`src/rtl/mem_port_arbiter.sv`:
```
// Arbitrates the core's single memory port between instruction fetch (IF) and load/store (LS).
// One transaction in flight; LS has priority, bounded by a starvation counter that protects IF.
module mem_port_arbiter #(
  parameter int AW         = 32,
  parameter int DW         = 32,
  parameter int STARVE_MAX = 4
) (
  input  logic            clk,
  input  logic            nreset,
  input  logic            if_req,
  input  logic [AW-1:0]   if_addr,
  output logic            if_gnt,
  output logic            if_rvalid,
  output logic [DW-1:0]   if_rdata,
  input  logic            ls_req,
  input  logic            ls_we,
  input  logic [AW-1:0]   ls_addr,
  input  logic [DW-1:0]   ls_wdata,
  input  logic [DW/8-1:0] ls_be,
  output logic            ls_gnt,
  output logic            ls_rvalid,
  output logic [DW-1:0]   ls_rdata,
  output logic            mem_req,
  output logic            mem_we,
  output logic [AW-1:0]   mem_addr,
  output logic [DW-1:0]   mem_wdata,
  output logic [DW/8-1:0] mem_be,
  input  logic            mem_gnt,
  input  logic            mem_rvalid,
  input  logic [DW-1:0]   mem_rdata
);

  localparam int BW = DW/8;

  typedef enum logic [1:0] {IDLE, ISSUE, WAIT} state_t;

  typedef struct packed {
    logic          we;
    logic [AW-1:0] addr;
    logic [DW-1:0] wdata;
    logic [BW-1:0] be;
  } mreq_t;

  state_t        state, state_nx;
  mreq_t         req_q, req_nx;
  logic          req_vld_q, req_vld_nx;
  logic          owner_ls, owner_ls_nx;
  logic [3:0]    cnt, cnt_nx;
  logic [DW-1:0] if_rdata_q, ls_rdata_q;
  logic          arb_en, starved, ls_win, if_win, fwd;

  // Arbitration is also gated by reset so no grant escapes while the block is held in reset.
  assign arb_en  = nreset && ((state == IDLE) || (state == WAIT && mem_rvalid));
  assign starved = if_req && (cnt == 4'(STARVE_MAX));
  assign ls_win  = arb_en && ls_req && !starved;
  assign if_win  = arb_en && if_req && !ls_win;
  assign fwd     = (state == WAIT) && mem_rvalid;

  always_comb begin
    state_nx    = state;
    req_nx      = req_q;
    req_vld_nx  = req_vld_q;
    owner_ls_nx = owner_ls;
    cnt_nx      = cnt;
    unique case (state)
      IDLE:    ;
      ISSUE:   if (mem_gnt) begin
                 state_nx   = WAIT;
                 req_vld_nx = 1'b0;
               end
      WAIT:    if (mem_rvalid) state_nx = IDLE;
      default: state_nx = IDLE;
    endcase
    if (ls_win) begin
      state_nx    = ISSUE;
      req_vld_nx  = 1'b1;
      owner_ls_nx = 1'b1;
      req_nx      = '{we: ls_we, addr: ls_addr, wdata: ls_wdata, be: ls_be};
      cnt_nx      = !if_req ? 4'd0 : starved ? cnt : cnt + 4'd1;
    end else if (if_win) begin
      state_nx    = ISSUE;
      req_vld_nx  = 1'b1;
      owner_ls_nx = 1'b0;
      req_nx      = '{we: 1'b0, addr: if_addr, wdata: '0, be: '1};
      cnt_nx      = 4'd0;
    end
  end

  always_ff @(posedge clk or negedge nreset) begin
    if (!nreset) begin
      state      <= IDLE;
      req_q      <= '0;
      req_vld_q  <= 1'b0;
      owner_ls   <= 1'b0;
      cnt        <= 4'd0;
      if_rdata_q <= '0;
      ls_rdata_q <= '0;
    end else begin
      state     <= state_nx;
      req_q     <= req_nx;
      req_vld_q <= req_vld_nx;
      owner_ls  <= owner_ls_nx;
      cnt       <= cnt_nx;
      if (fwd && !owner_ls) if_rdata_q <= mem_rdata;
      if (fwd &&  owner_ls) ls_rdata_q <= mem_rdata;
    end
  end

  // Responses pass through in the cycle they arrive; the held copy covers every other cycle.
  assign if_gnt    = if_win;
  assign ls_gnt    = ls_win;
  assign if_rvalid = fwd && !owner_ls;
  assign ls_rvalid = fwd &&  owner_ls;
  assign if_rdata  = (fwd && !owner_ls) ? mem_rdata : if_rdata_q;
  assign ls_rdata  = (fwd &&  owner_ls) ? mem_rdata : ls_rdata_q;

  assign mem_req   = req_vld_q;
  assign mem_we    = req_q.we;
  assign mem_addr  = req_q.addr;
  assign mem_wdata = req_q.wdata;
  assign mem_be    = req_q.be;

endmodule

```
`config.mk`:
```
export PLATFORM = sky130hd
export DESIGN_NAME = mem_port_arbiter
export DESIGN_NICKNAME = d
export VERILOG_FILES = /design/src/rtl/mem_port_arbiter.sv
export SDC_FILE = /design/constraint.sdc
export NUM_CORES = 1
export LEC_CHECK = 0
export ABC_AREA = 1
export CAP_MARGIN = 10
export CORE_MARGIN = 10
export CORE_UTILIZATION = 42
export DETAILED_ROUTE_END_ITERATION = 7
export PLACE_DENSITY = 0.91
export SLEW_MARGIN = 5
export SYNTH_ARGS = -nofsm -noshare
export SYNTH_HDL_FRONTEND = slang
export SYNTH_SLANG_ARGS = --single-unit
```
`constraint.sdc`:
```
create_clock -name clk -period 1.6 [get_ports clk]
set_input_delay 0.24 -clock clk [delete_from_list [all_inputs] [get_ports clk]]
set_output_delay 0.24 -clock clk [all_outputs]
set_load 0.01 [all_outputs]
```
==> key figures, run 1 <==
Timing
  • Final setup vio count: 145
  • Max-Slew Margin vs Limit: 29.4%
  • Final min period: 2.09 ns
  • Setup_tns: -48.58 ns
  • Post-Route Skew: 0.00980 ns
  • Worst setup margin: -0.488 ns
  • WHS: 0.0806 ns
  • Share of the clock period used by the worst path: 131%
  • Unrepaired setup endpoints after global routing: yes
  • Fin. max-slew vios: 0
  • Hold Vio Cnt, Final: 0
  • Achievable Freq: 479 MHz
  • Worst slew pin tran: 1.06 ns

Floorplan
  • Core ar.: 0.0145 mm^2
  • Cell Rows: 44
  • Die height: 141 um
  • Num ports: 277
  • Die area: 0.0200 mm^2
  • Die width: 141 um
  • Starting Density: 42.7%

GRT
  • Vias in the first global route: 6789
  • All-Layer GR Usage: 23.3%
  • First-pass GRT wire length: 36.7 mm
  • Congestion Overflow GR: 0
  • Initial antenna violation count: 1
  • Largest net degree at the start of global routing: 83

Worst setup path
  • Crit path from: state[0]
  • FF-to-FF setup slack: -0.38 ns
  • FF-to-FF Start: state[0]
  • Setup crit end kind: output pin
  • Worst path arrival time: 1.85 ns
  • Startpoint Class: flop
  • WS Path Type: flop to output pin
  • CP max FO: 9
  • Req. time, crit path: 1.36 ns

Status
  • Status: finished, violations left
  • Failing checks: negative setup slack

Place
  • I/O Buffers: 276
  • Gpl congestion: 0.907
  • DP HPWL: 16.2 mm
  • DP Area: 0.00956 mm^2

Cells and area
  • Fin area: 0.0113 mm^2
  • Layout Nets: 1245
  • ANT cells: 0
  • Layout cell share with drive strength beyond 1: 29.3%
  • Area growth syn-to-layout: 83.0%

Routing
  • WL final: 26.7 mm
  • Vias after detailed routing: 6828
  • DRC Markers: 0
  • Drt wl/cell: 20.6 um
  • Antenna viol nets, final: 0
  • Pre-antenna DRT Iters: 5
  • Starting DRC count in detailed routing: 568
  • Vias per inst: 5.26

Synth
  • Yosys cell types: 20
  • Syn Inst Count: 753
  • Synth cell count leaders: nand2_1 (323), dfrtp_1 (141), inv_1 (87)
  • Net Count, Synth: 894
  • Top cells by area, synth: dfrtp_1 (57%), nand2_1 (20%), nand4_1 (6.5%)
  • Post-synth EDFFs: 0
  • Asr flop ratio synth: 100%
  • Synth Register Bits: 141
  • Mean post-synth cell area: 8.21 um^2
  • Dominant synthesized flop cell: dfrtp_1
  • Yosys top cell by area: dfrtp_1
  • Synth top area share: 57.1%
  • Synth warn: 0
  • Top-count cell post-synth: nand2_1
  • Seq/Total Area, Yosys: 57.1%
  • Cell Area, Synth: 0.00618 mm^2

Clock tree
  • Hold-fix buffers, CTS: 0
  • H-tree levels: 4
  • Worst skew pair latency: 0.42 ns
  • Clock sink total: 141
  • CTS max path bufs: 2
  • TritonCTS clock tree: built
  • CTS root buf: clkbuf_16
  • Clk pin slew, worst setup/hold paths: 0.06 ns
  • Cts bufs inserted: 17

Pwr
  • VDD IR-drop max: 895 uV
  • Pwr Density: 1640 mW/mm^2
  • Lkg Pwr: 6.08 nW

Run
  • Max Cap Viol: 0

Hold path
  • Hold Crit Class: input port to asynchronous set/reset pin
## path summary, 6_finish.rpt
| path | to | depth (start not counted) |
|---|---|---|
| hold / removal | ls_rdata_q[21] | 3 |
| min in group clk | mem_wdata[1] | 3 |
| max in group asynchronous | mem_wdata[19] | 3 |
| setup / recovery | ls_rdata[20] | 8 |
| setup reg to reg | mem_addr[25] | 14 |
| hold reg to reg | if_rdata_q[26] | 2 |
## flip-flops by register name, summed over array words and instances (netlist names)
register,count
if_rdata_q,32
ls_rdata_q,32
mem_addr,32
mem_wdata,32
cnt,4
mem_be,4
state,2
mem_req,1
mem_we,1
owner_ls,1
## timing repair
action / CTS / global route
cloned: 9 / 5
endpoints found under the setup margin: 140 / 174
pin swaps: 5 / 11
setup buffers: 17 / 16
resized for setup: 438 / 150
## metal layers
layer	up-vias	track usage (%)	wire length, um
met4	2	9.13	893
met1	3296	25.1	9300
met5	-	0	13
met3	67	8.68	2750
li1	3068	-	-
met2	395	40.3	13700
## metrics by stage
| stage | cells | total power (W) | setup slack (ns) | utilization (%) |
|---|---|---|---|---|
| 2_1_floorplan | 753 | 0.00828 | 0.0781 | - |
| 3_3_place_gp | 1227 | 0.0129 | -0.737 | 66.0 |
| 3_5_place_dp | 1227 | 0.0132 | -0.844 | 66.0 |
| 4_1_cts | 1280 | 0.0174 | -0.490 | 73.7 |
| 5_1_grt | 1298 | 0.0194 | -0.553 | 78.1 |
| 6_report | 1298 | 0.0185 | -0.488 | 78.1 |
## critical path, cell delays in order, from the launching register on
cell and delay (ns):
dfrtp_1 0.41, nor2_4 0.13, nand3_2 0.10, buf_12 0.17, buf_12 0.14, buf_12 0.14
nand2_2 0.11, o21ai_4 0.09, buf_6 0.13
## cell usage in the layout, fill, tap and decap left out, drive strengths merged, types with 3 or more instances in the layout
| cell type | netlist | layout |
|---|---|---|
| clkinv | 0 | 3 |
| clkbuf | 19 | 28 |
| dlymetal6s2s | 0 | 30 |
| inv | 90 | 89 |
| clkdlybuf4s50 | 0 | 176 |
| dfrtp | 141 | 141 |
| nand2 | 326 | 326 |
| nand3 | 4 | 4 |
| nor2 | 7 | 7 |
| buf | 30 | 165 |
| o21ai | 68 | 68 |
| nand4 | 64 | 64 |
## cell type report
class / count / area (um^2)
repair buffers: 381 / 4010
clock inverters: 6 / 85.1
flip-flops and latches: 141 / 3530
well taps: 184 / 230
clock buffers: 23 / 498
fillers: 823 / 3170
multi-input cells: 473 / 2620
inverters: 90 / 343
## kinds of logic (layout without fill, tap and decap cells)
group / Yosys count / after routing / share of synthesized area (%)
fa+ha+maj: 2 / 2 / 0.405
simple gates: 401 / 401 / 27.4
buf+inv: 139 / 500 / 9.31
compound gates: 68 / 68 / 5.50
flops: 141 / 141 / 57.1
xor+xnor: 2 / 2 / 0.283
## power breakdown
part | switching, W | leakage [nW] | internal (W)
Combinational | 0.00435 | 4.05 | 0.00442
Sequential | 0.000770 | 1.74 | 0.00504
Clock | 0.00146 | 0.283 | 0.00247
Total | 0.00657 | 6.08 | 0.0119
Power figures use the tool's default switching activity.
==> inputs of run 2 (changes only) <==
- CORE_MARGIN: 10 -> 4
- CORE_UTILIZATION: 42 -> 43
- CTS_BUF_LIST: not set -> sky130_fd_sc_hd__clkbuf_8
- PLACE_DENSITY: 0.91 -> 0.92
==> run 2 against run 1 <==
  * The run still ends with negative setup slack left
  * Flip-flop and latch count unchanged
  * First-iteration DRC count grew 36%
  * Worst setup slack worse by 0.13 ns
  * Critical endpoint is now ls_rdata[15]
  * Highest routed layer unchanged
==> key figures, run 2 (synthesis gave the netlist of run 1 again) <==
Worst setup path
  • Req. time, crit path: 1.36 ns (about the same)
  • CP max FO: 6 (-3)
  • Startpoint Class: flop
  • WS Path Type: flop to output pin
  • Setup crit end kind: output pin
  • Worst path arrival time: 1.98 ns (+0.13 ns)

Pwr
  • Pwr Density: 1640 mW/mm^2 (about the same)
  • Lkg Pwr: 6.74 nW (+11%)
  • VDD IR-drop max: 849 uV (-5.1%)

Timing
  • Final min period: 2.22 ns (+0.134 ns)
  • Unrepaired setup endpoints after global routing: yes
  • Fin. max-slew vios: 0 (unchanged)
  • Final setup vio count: 147 (+1.4%)
  • Achievable Freq: 450 MHz (-6.0%)
  • Worst slew pin tran: 0.519 ns (-0.541 ns)
  • Worst setup margin: -0.623 ns (-0.134 ns)
  • Share of the clock period used by the worst path: 139% (+8.4 points)
  • Setup_tns: -54.88 ns (-6.30 ns)
  • Post-Route Skew: 0.0210 ns (+0.0112 ns)
  • Max-Slew Margin vs Limit: 65.4% (+36 points)
  • Hold Vio Cnt, Final: 0 (unchanged)

Run
  • Max Cap Viol: 0 (unchanged)

GRT
  • Congestion Overflow GR: 0 (unchanged)
  • Initial antenna violation count: 1 (unchanged)
  • Vias in the first global route: 6982 (+2.8%)
  • First-pass GRT wire length: 37.6 mm (+2.5%)
  • Largest net degree at the start of global routing: 57 (-31%)
  • All-Layer GR Usage: 29.7% (+6.4 points)

Routing
  • Antenna viol nets, final: 0 (unchanged)
  • Vias per inst: 5.59 (+6.2%)
  • Pre-antenna DRT Iters: 7 (+2)
  • Starting DRC count in detailed routing: 770 (+36%)
  • DRC Markers: 0 (unchanged)
  • WL final: 31.0 mm (+16%)
  • Drt wl/cell: 23.2 um (+13%)
  • Vias after detailed routing: 7464 (+9.3%)

Floorplan
  • Num ports: 277 (unchanged)
  • Die area: 0.0164 mm^2 (-18%)
  • Die width: 128 um (-9.5%)
  • Cell Rows: 43 (-2.3%)
  • Starting Density: 44.2% (+1.5 points)
  • Core ar.: 0.0140 mm^2 (-3.4%)
  • Die height: 128 um (-9.5%)

Cells and area
  • Area growth syn-to-layout: 94.0%
  • Commonest cells after routing, fill and taps aside: nand2_1 (281), dfrtp_1 (141), clkdlybuf4s50_1 (137)
  • Layout cell share with drive strength beyond 1: 31.1% (+1.9 points)
  • Layout Nets: 1285 (+3.2%)
  • Post-layout util: 85.7% (+7.6 points)
  • ANT cells: 0 (unchanged)
  • Most common cell after layout, fill and taps aside: nand2_1
  • Fill cell count: 637 (-23%)

Status
  • Failing checks: negative setup slack
  • Status: finished, violations left

Place
  • Pre-CTS setup slack: -0.799 ns (+0.0441 ns)
  • I/O Buffers: 276 (unchanged)
  • DP HPWL: 14.7 mm (-9.3%)
  • Gpl congestion: 0.882 (-2.7%)

Clock tree
  • CTS max path bufs: 2 (unchanged)
  • CTS root buf: clkbuf_8
  • Worst skew pair latency: 0.46 ns (+0.04 ns)
  • Clk pin slew, worst setup/hold paths: 0.08 ns (+0.02 ns)
  • H-tree levels: 4 (unchanged)
  • Clock sink total: 141 (unchanged)
  • Cts bufs inserted: 17 (unchanged)
  • TritonCTS clock tree: built

Hold path
  • Hold Crit Class: input port to flop
## run 2: cell types whose count changed in the layout (fill, tap and decap cells not counted), sizes merged, moves of 2 or more
| cell | delta |
|---|---|
| bufinv | +3 |
| inv | +3 |
| buf | +30 |
| clkinv | +3 |
| clkdlybuf4s15 | +2 |
| dlymetal6s2s | +40 |
| dlygate4sd2 | +3 |
| clkdlybuf4s50 | -39 |
| bufbuf | -2 |
## run 2: worst max-delay path, stage by stage, from the launching register on
cell	delay [ns]
dfrtp_1	0.36
inv_2	0.05
nor2_2	0.12
buf_6	0.14
nand3_4	0.15
buf_6	0.20
buf_16	0.14
buf_8	0.13
nand2_4	0.06
o21ai_4	0.07
buf_6	0.14
## run 2: power by group
group	switching, W	total [W]	internal, W
clock	0.00145	0.00328	0.00183
sequential	0.00103	0.00607	0.00503
combinational	0.00505	0.0103	0.00523
## run 2: layout make-up
class / count / area (um^2) / share of cell area (%)
clock buffer: 17 / 234 / 1.95
clock inverter: 14 / 203 / 1.69
inverter: 90 / 340 / 2.84
multi-input combinational: 473 / 2860 / 23.9
sequential: 141 / 3530 / 29.4
tap: 180 / 225 / 1.88
timing repair buffer: 421 / 4600 / 38.4
## run 2: stage by stage
| step | cells | total power [W] | area [um^2] | hold slack (ns) |
|---|---|---|---|---|
| after floorplan | 753 | 0.00828 | 6180 | -0.0556 |
| after global placement | 1234 | 0.0130 | 9610 | 0.340 |
| after detailed placement | 1234 | 0.0133 | 9610 | 0.349 |
| after CTS | 1306 | 0.0171 | 10800 | 0.278 |
| after global routing | 1336 | 0.0203 | 12000 | 0.310 |
| final | 1336 | 0.0196 | 12000 | 0.312 |
## run 2: metal layers
layer / GRT usage [%] / routed length, um / vias up
li1: - / - / 3150
met3: 8.63 / 3230 / 174
met1: 33.5 / 10600 / 3526
met5: 0 / 13 / -
met4: 14.2 / 2000 / 2
met2: 51.5 / 15200 / 612
## run 2: worst paths after layout
| check | end | from | cells after the start | slack, ns |
|---|---|---|---|---|
| setup reg to reg | cnt[3] | state[0] | 13 | -0.33 |
| setup / recovery | ls_rdata[15] | state[1] | 10 | -0.62 |
| hold reg to reg | mem_wdata[6] | mem_wdata[6] | 2 | 0.48 |
| hold / removal | mem_wdata[3] | ls_wdata[3] | 3 | 0.31 |
| min in group asynchronous | if_rdata_q[13] | nreset | 3 | 0.41 |
| max in group asynchronous | mem_wdata[14] | nreset | 4 | 0.30 |
## run 2: what timing repair did
item                                    CTS  global route
hold buffers                              1             0
gates resized for setup                 441           249
endpoints found under the setup margin  202           312
buffers inserted                         30            33
hold endpoints to repair                 36             0
cloned                                   10            10
pin swaps                                 6            16
